File: src/rtl/alu_operand_loader_if.sv
// alu_operand_loader_if: switch/key inputs and captured ALU operand outputs
interface alu_operand_loader_if;
  logic [5:0] sw_i;
  logic       key_i;
  logic [5:0] A_o;
  logic [5:0] B_o;
  logic [1:0] Op_o;
  logic       valid_o;
  logic [1:0] state_o;
  modport master (output sw_i, key_i, input A_o, B_o, Op_o, valid_o, state_o);
  modport slave (input sw_i, key_i, output A_o, B_o, Op_o, valid_o, state_o);
endinterface

File: src/rtl/alu_operand_loader.sv
// alu_operand_loader: captures A, B and opcode from switches on key presses (debounce enabled by ALU_LOADER_DEBOUNCE_EN)
module alu_operand_loader #(
  parameter int DEB_CYCLES = 50000
) (
  input logic                 clk_i,
  input logic                 rst_n_i,
  alu_operand_loader_if.slave bus
);
  typedef enum logic [1:0] {S_A = 2'b00, S_B = 2'b01, S_OP = 2'b10, S_DONE = 2'b11} state_t;
  if (DEB_CYCLES < 2 || DEB_CYCLES > 65535) begin : g_bad_deb
    $error("DEB_CYCLES out of range 2..65535");
  end
  logic [5:0] sw_m, sw_s;
  logic       key_m, key_s, deb, deb_q, press;
  state_t     state, state_nx;
  logic [5:0] a_q, a_nx, b_q, b_nx;
  logic [1:0] op_q, op_nx;
  logic       valid_q, valid_nx;
  // two-flop synchronizers for the asynchronous switches and key
  always_ff @(posedge clk_i or negedge rst_n_i)
    if (!rst_n_i) begin
      sw_m  <= '0;
      sw_s  <= '0;
      key_m <= 1'b1;
      key_s <= 1'b1;
    end else begin
      sw_m  <= bus.sw_i;
      sw_s  <= sw_m;
      key_m <= bus.key_i;
      key_s <= key_m;
    end
`ifdef ALU_LOADER_DEBOUNCE_EN
  localparam logic [15:0] CNT_MAX = 16'(DEB_CYCLES - 1);
  logic [15:0] cnt;
  // debounced level follows the key only after it has stayed changed for DEB_CYCLES clocks
  always_ff @(posedge clk_i or negedge rst_n_i)
    if (!rst_n_i) begin
      cnt <= '0;
      deb <= 1'b1;
    end else if (key_s == deb)
      cnt <= '0;
    else if (cnt == CNT_MAX) begin
      deb <= key_s;
      cnt <= '0;
    end else
      cnt <= cnt + 16'd1;
`else
  assign deb = key_s;
`endif
  // registered falling-edge detect gives one press pulse per key-down
  always_ff @(posedge clk_i or negedge rst_n_i)
    if (!rst_n_i) begin
      deb_q <= 1'b1;
      press <= 1'b0;
    end else begin
      deb_q <= deb;
      press <= deb_q & ~deb;
    end
  // entry step and captured fields
  always_ff @(posedge clk_i or negedge rst_n_i)
    if (!rst_n_i) begin
      state   <= S_A;
      a_q     <= '0;
      b_q     <= '0;
      op_q    <= '0;
      valid_q <= 1'b0;
    end else begin
      state   <= state_nx;
      a_q     <= a_nx;
      b_q     <= b_nx;
      op_q    <= op_nx;
      valid_q <= valid_nx;
    end
  // each press writes the field for the current step and advances; DONE wraps to A
  always_comb begin
    state_nx = state;
    a_nx     = a_q;
    b_nx     = b_q;
    op_nx    = op_q;
    valid_nx = valid_q;
    if (press) begin
      state_nx = state_t'(state + 2'd1);
      a_nx     = state == S_A ? sw_s : a_q;
      b_nx     = state == S_B ? sw_s : b_q;
      op_nx    = state == S_OP ? sw_s[1:0] : op_q;
      valid_nx = state == S_OP;
    end
  end
  assign bus.A_o     = a_q;
  assign bus.B_o     = b_q;
  assign bus.Op_o    = op_q;
  assign bus.valid_o = valid_q;
  assign bus.state_o = state;
endmodule
File: src/flat_wrapper.sv
// flat-port wrapper written by rule: the top's interface ports become plain ports
module alu_operand_loader_flat 
#(
  parameter int DEB_CYCLES = 50000
)
  (clk_i, rst_n_i, bus_sw_i, bus_key_i, bus_A_o, bus_B_o, bus_Op_o, bus_valid_o, bus_state_o);
  alu_operand_loader_if bus_i ();
  input logic clk_i;
  input logic rst_n_i;
  input wire logic [$bits(bus_i.sw_i)-1:0] bus_sw_i;
  input wire logic [$bits(bus_i.key_i)-1:0] bus_key_i;
  output wire logic [$bits(bus_i.A_o)-1:0] bus_A_o;
  output wire logic [$bits(bus_i.B_o)-1:0] bus_B_o;
  output wire logic [$bits(bus_i.Op_o)-1:0] bus_Op_o;
  output wire logic [$bits(bus_i.valid_o)-1:0] bus_valid_o;
  output wire logic [$bits(bus_i.state_o)-1:0] bus_state_o;
  assign bus_i.sw_i = bus_sw_i;
  assign bus_i.key_i = bus_key_i;
  assign bus_A_o = bus_i.A_o;
  assign bus_B_o = bus_i.B_o;
  assign bus_Op_o = bus_i.Op_o;
  assign bus_valid_o = bus_i.valid_o;
  assign bus_state_o = bus_i.state_o;
  alu_operand_loader #(.DEB_CYCLES(DEB_CYCLES)) u_core (.clk_i(clk_i), .rst_n_i(rst_n_i), .bus(bus_i));
endmodule
File: config.mk
export PLATFORM = sky130hd
export DESIGN_NAME = alu_operand_loader_flat
export DESIGN_NICKNAME = d
export VERILOG_FILES = /design/src/rtl/alu_operand_loader_if.sv /design/src/rtl/alu_operand_loader.sv /design/src/flat_wrapper.sv
export SDC_FILE = /design/constraint.sdc
export NUM_CORES = 1
export LEC_CHECK = 0
export CAP_MARGIN = 10
export CELL_PAD_IN_SITES_DETAIL_PLACEMENT = 2
export CELL_PAD_IN_SITES_GLOBAL_PLACEMENT = 2
export CORE_AREA = 2 2 64 66
export CTS_CLUSTER_SIZE = 40
export DETAILED_ROUTE_END_ITERATION = 8
export DIE_AREA = 0 0 66 68
export PLACE_DENSITY_LB_ADDON = 0.1
export SYNTH_ARGS = -nofsm -noshare
export SYNTH_HDL_FRONTEND = slang
export SYNTH_SLANG_ARGS = --single-unit
File: constraint.sdc
create_clock -name clk_i -period 1.51 [get_ports clk_i]
set_clock_uncertainty 0.2 [all_clocks]
set_input_delay 0.453 -clock clk_i [delete_from_list [all_inputs] [get_ports clk_i]]
set_output_delay 0.453 -clock clk_i [all_outputs]
set_load 0.01 [all_outputs]
==> metrics.yaml, run 1 <==
crit_arrival_ns: 1.43
synth_seq_area_share_pct: 69.9
post-place-ws_ns: -0.0421
placed_area_sq_um: 1590
fmax_mhz: 680
cp-start-kind: "register"
htreeDepth: 2
cp_slowest_cell: "dfrtp_1"
vias: 647
dp_cells: 148
die_h_um: 68
globalRouteMet3Util_pct: 4.11
yosysMostFrequentCell: "dfrtp_1"
diodes: 0
finalNetCount: 124
clkTransAtPathRegs_ns: 0.06
synth_area_leaders: "dfrtp_1, mux2_4, dfstp_2, ha_1, nand2_8"
core_area_sq_um: 3860
synth_common_cells: "dfrtp_1, mux2_4, ha_1"
crit_chain: "inv_1, ha_2, nand2_8, mux2_4"
clkLatencyLatePin_ns: 0.27
period_needed_ns: 1.47
drive_gt1_share_pct: 58.9
cpPeakStageDelay_ns: 0.39
synth.net_count: 75
p_clk_share_pct: 22.0
cap_violations: 0
end_kind: "register"
grt_pass1_wl_um: 3600
initial_utilization_pct: 30.8
cts_hold_buf: 0
path_max_fanout: 6
finalSetupViolCount: 0
grtUsageTotal_pct: 11.7
p_switching_mw: 0.911
fin_cells: 162
power_frac_seq_pct: 39.4
outcome: "complete, no violations"
power_mw: 3.22
post-synth-top-area-cell: "dfrtp_1"
final_antenna_net_count: 0
combinationalPowerShare_pct: 38.6
synth.ff_latch_count: 33
switching_share_pct: 28.3
clockBufferDepth: 2
viasPerCell: 3.99
routedWlPerCell_um: 13.2
totalWireLength_um: 2140
grt-ovfl-total: 0
p_leak_nw: 0.829
p_int_mw: 2.31
yosysWarnings: 0
slew_headroom_pct: 87.9
path_class: "reg2reg"
synthCells: 62
drc_errors: 0
cts_buffers: 5
netlist_area_sq_um: 1190
rsz0062_at_grt: "true"
final-hold-violation-count: 0
hp-class: "reg2reg"
tns_ns: 0
yosysUniqueCellTypes: 13
first_global_vias: 730
nFillCells: 390
postLayoutCellArea_sq_um: 1660
die_area_sq_um: 4490
timing.hold.ws_ns: 0.149
fin_crit_sh_pct: 97.4
dr.first_iter.drc_count: 6
async_flop_share_pct: 100
area_delta_synth_final_pct: 39.6
drv_slew: 0
final_util_pct: 43.0
cts_tree: "built"
port_buffers: 25
worst_slack_ns: 0.0394
numClockSinks: 33
post-synth-top-area-fraction_pct: 63.2
worst_pin_slew_ns: 0.181
io_pins: 26
dr.pass1.iters: 2
peakVddDrop_mv: 0.798
p_per_area_nw_per_um2: 1940
gp_congestion: 0.643
cts-root-buf: "clkbuf_8"
die-width_um: 66
synth_flop_cell: "dfrtp_1"
dp_hpwl_um: 1370
critPathRequiredTime_ns: 1.47
row_count: 23
grt_util_met1_pct: 14.2
gr-usage-met2_pct: 16.9
grt_max_degree: 34
antenna_found_initial: 0
avgSynthCellArea_sq_um: 19.2
gr-max-usage-layer: "met2"
synth_edf_count: 0
## layer usage
layer | part of all wire [%] | wire, um
met1 | 44 | 948
met2 | 48 | 1030
met3 | 5.0 | 106
met4 | 2.6 | 55
met5 | 0 | 0
## final timing paths
kind / from / end / slack (ns) / cells past startpoint
setup / recovery: u_core.bus.state_o[0]$_DFFE_PN0P_ / u_core.bus.A_o[4]$_DFFE_PN0P_ / 0.04 / 4
hold / removal: u_core.sw_m[4]$_DFF_PN0_ / u_core.sw_s[4]$_DFF_PN0_ / 0.15 / 0
setup reg to reg: u_core.bus.state_o[0]$_DFFE_PN0P_ / u_core.bus.A_o[4]$_DFFE_PN0P_ / 0.04 / 4
hold reg to reg: u_core.sw_m[4]$_DFF_PN0_ / u_core.sw_s[4]$_DFF_PN0_ / 0.15 / 0
max in group asynchronous: rst_n_i / u_core.deb_q$_DFF_PN1_ / 0.52 / 2
min in group asynchronous: rst_n_i / u_core.sw_m[1]$_DFF_PN0_ / 0.35 / 2
## cell type report
type	instances	area, sq um	area share, %
flip-flops and latches	33	830	50.0
multi-input cells	26	344	20.8
repair buffers	43	313	18.9
clock buffers	7	96.3	5.81
well taps	50	62.6	3.77
inverters	2	7.51	0.453
clock inverters	1	5.00	0.302
## registers in the layout, indices dropped and copies added, names as in the netlist
| register | count |
|---|---|
| u_core.bus.A_o | 6 |
| u_core.bus.B_o | 6 |
| u_core.bus.Op_o | 2 |
| u_core.bus.state_o | 2 |
| u_core.bus.valid_o | 1 |
| u_core.deb | 1 |
| u_core.deb_q | 1 |
| u_core.key_m | 1 |
| u_core.press | 1 |
| u_core.sw_m | 6 |
| u_core.sw_s | 6 |
## worst max-delay path, delay by kind of cell (launching register included)
kind / cells / cell delay [ns]
mux: 1 / 0.30
fa+ha+maj: 1 / 0.25
flops: 1 / 0.39
simple gates: 1 / 0.09
buf+inv: 1 / 0.12
## cells in the final DEF (no fill, tap or decap)
master / n
ha_1: 2
xor2_1: 1
clkdlybuf4s50_1: 8
clkbuf_8: 7
mux2_2: 3
clkinv_2: 1
buf_12: 1
buf_2: 17
nand2_1: 1
inv_1: 2
nand2_8: 2
nor2b_1: 1
buf_4: 17
mux2_4: 12
nand2_4: 1
dfrtp_1: 30
ha_2: 2
dfstp_2: 3
o21ai_0: 1
## power groups by stage
stage                     sequential [mW]  clock [mW]  combinational, mW
after global routing                 1.31       0.780               1.35
after floorplan                      1.40           0              0.477
after global placement               1.29           0               1.32
final                                1.27       0.709               1.24
after detailed placement             1.30           0               1.35
after CTS                            1.27       0.744               1.27
## what timing repair did
| action | in CTS | in global routing |
|---|---|---|
| pin swaps | 1 | 1 |
| buffers inserted | 6 | 0 |
| gates resized for setup | 70 | 0 |
| endpoints found under the setup margin | 29 | 12 |
## cells by family (layout without fill, tap and decap cells)
kind of cell / count (synthesis) / after routing / share of synthesized area [%]
xor gates and xnor gates: 1 / 1 / 0.738
DFF: 33 / 33 / 69.9
adders and majority gates: 4 / 4 / 4.22
buffers and inverters: 3 / 53 / 1.58
muxes: 15 / 15 / 18.0
AOI/OAI and AO/OA: 1 / 1 / 0.421
and+or+nand+nor: 5 / 5 / 5.16
No activity file was read; power rests on OpenSTA's default activity.
==> inputs of run 2 (changes only) <==
CORE_AREA = 2 2 59 61   (was 2 2 64 66)
DIE_AREA = 0 0 61 63   (was 0 0 66 68)
DONT_BUFFER_PORTS = 1   (was unset)
==> run 2 against run 1 <==
  * The flow now finishes with violations (setup timing)
  * Utilization increased by 2.5 points
  * Non-clock buffer count down 29
  * Sequential cell count is the same
  * Power shrank 18%
  * Cell area shrank 11%
  * Sequential power is 12% higher
  * Maximum frequency decreased by 3.2%
==> metrics.yaml, run 2 (synthesis gave the netlist of run 1 again) <==
rr_worst_depth: 4
worst_slack_ns: -0.00971
final_util_pct: 45.5
holdPathEnd: "u_core.sw_s[5]$_DFF_PN0_"
postLayoutCellArea_sq_um: 1470
crit_start: "u_core.bus.state_o[0]$_DFFE_PN0P_"
worstHoldStart: "u_core.sw_m[5]$_DFF_PN0_"
grt_max_degree: 34
drv_slew: 0
rsz0062_at_grt: "true"
p_leak_nw: 0.687
cts_buffers: 5
clockBufferDepth: 2
grt-ovfl-total: 0
end_kind: "output pin"
die_h_um: 63
critPathTopFamily: "flip-flops"
finalNetCount: 95
dp_hpwl_um: 1310
path_class: "reg2out"
seq_area_sq_um: 830
drive_gt1_share_pct: 44.6
htreeDepth: 2
vias: 562
drc_errors: 0
grt_pass1_wl_um: 3260
cp_slowest_cell: "dfrtp_1"
worst_pin_slew_ns: 0.188
final_common_cell: "dfrtp_1"
antenna_found_initial: 0
totalWireLength_um: 1910
path_max_fanout: 3
numClockSinks: 33
slew_headroom_pct: 87.5
finalSetupViolCount: 2
io_pins: 26
cts-root-buf: "clkbuf_4"
clkLatencyLatePin_ns: 0.32
clkTransAtPathRegs_ns: 0.09
r2r_end: "u_core.bus.A_o[0]$_DFFE_PN0P_"
fin_crit_sh_pct: 101
most-common-layout-cells: "dfrtp_1, mux2_4, dlygate4sd3_1"
p_per_area_nw_per_um2: 1790
violations: "setup timing"
crit_chain: "buf_6"
first_global_vias: 653
dr.pass1.iters: 3
peakVddDrop_mv: 0.755
nFillCells: 319
placed_area_sq_um: 1270
min_path_cells: 0
cp-start-kind: "register"
hp-class: "reg2reg"
period_needed_ns: 1.52
diodes: 0
cpPeakStageDelay_ns: 0.41
area_delta_synth_final_pct: 23.8
die_area_sq_um: 3840
cap_violations: 0
port_buffers: 0
final_antenna_net_count: 0
gp_congestion: 0.683
r2r_slack_ns: 0.05
outcome: "finished, violations left"
initial_utilization_pct: 36.7
r2r-start: "u_core.bus.state_o[1]$_DFFE_PN0P_"
final-hold-violation-count: 0
critPathRequiredTime_ns: 0.86
core_area_sq_um: 3230
dr.first_iter.drc_count: 10
grtUsageTotal_pct: 12.3
routedWlPerCell_um: 14.8
viasPerCell: 4.36
multi_input_area_sq_um: 367
cp_num_buf_inv: 1
power_mw: 2.63
cts_tree: "built"
row_count: 21
crit_arrival_ns: 0.87
die-width_um: 61
fmax_mhz: 658
[run 2: changes by cell type in the layout (fill, tap and decap cells not counted), moves of 5 or more]
cell / before / now
clkbuf_4: 0 / 5
buf_2: 17 / 0
clkdlybuf4s50_1: 8 / 0
clkbuf_8: 7 / 0
dlygate4sd3_1: 0 / 8
buf_4: 17 / 2
[run 2: how the worst max path moves through the flow]
stage	cells after the start	to
after global routing	1	bus_state_o[1]
after CTS	1	bus_state_o[0]
after global placement	4	u_core.bus.B_o[3]$_DFFE_PN0P_
final	1	bus_state_o[0]
after detailed placement	4	u_core.bus.A_o[0]$_DFFE_PN0P_
after floorplan	4	u_core.bus.A_o[0]$_DFFE_PN0P_
[run 2: cell type report]
class	count	share of cell area, %
Timing Repair Buffer	14	10.7
Sequential cell	33	56.4
Clock buffer	6	2.81
Inverter	2	0.511
Tap cell	46	3.91
Multi-Input combinational cell	26	24.9
Clock inverter	2	0.681
[run 2: metal layers]
metal	part of all wire [%]	GRT usage, %	wire length [um]	up-vias
met2	50	18.1	957	19
met4	2.2	5.71	42	0
li1	-	-	-	245
met3	7.1	6.42	135	5
met1	40	14.5	769	293
met5	0	0	0	-
[run 2: metrics by stage]
stage	hold WS, ns	setup slack, ns	instances	setup TNS [ns]
after floorplan	-0.0426	0.00444	62	0
after global placement	-0.0418	0.00430	110	0
after detailed placement	-0.0417	-0.0103	110	-0.0388
after CTS	0.160	-0.0419	128	-0.155
after global routing	0.165	-0.0594	129	-0.124
final	0.155	-0.00971	129	-0.0182
[run 2: where the power goes]
group / total [mW] / internal, mW / switching [mW]
logic: 0.752 / 0.479 / 0.273
registers: 1.42 / 1.14 / 0.281
clock network: 0.458 / 0.177 / 0.281
[run 2: repair_timing]
action,4_1_cts,5_1_grt
setup endpoints to repair,14,15
setup buffers,1,1
hold buffers,9,0
pin swaps,0,0
gates resized for setup,3,4
hold endpoints to repair,40,0
==> inputs of run 3 (changes only) <==
GPL_ROUTABILITY_DRIVEN = 0   (was unset)
==> results of run 3 <==
Final layout, timing and power as in run 2 (identical DEF).
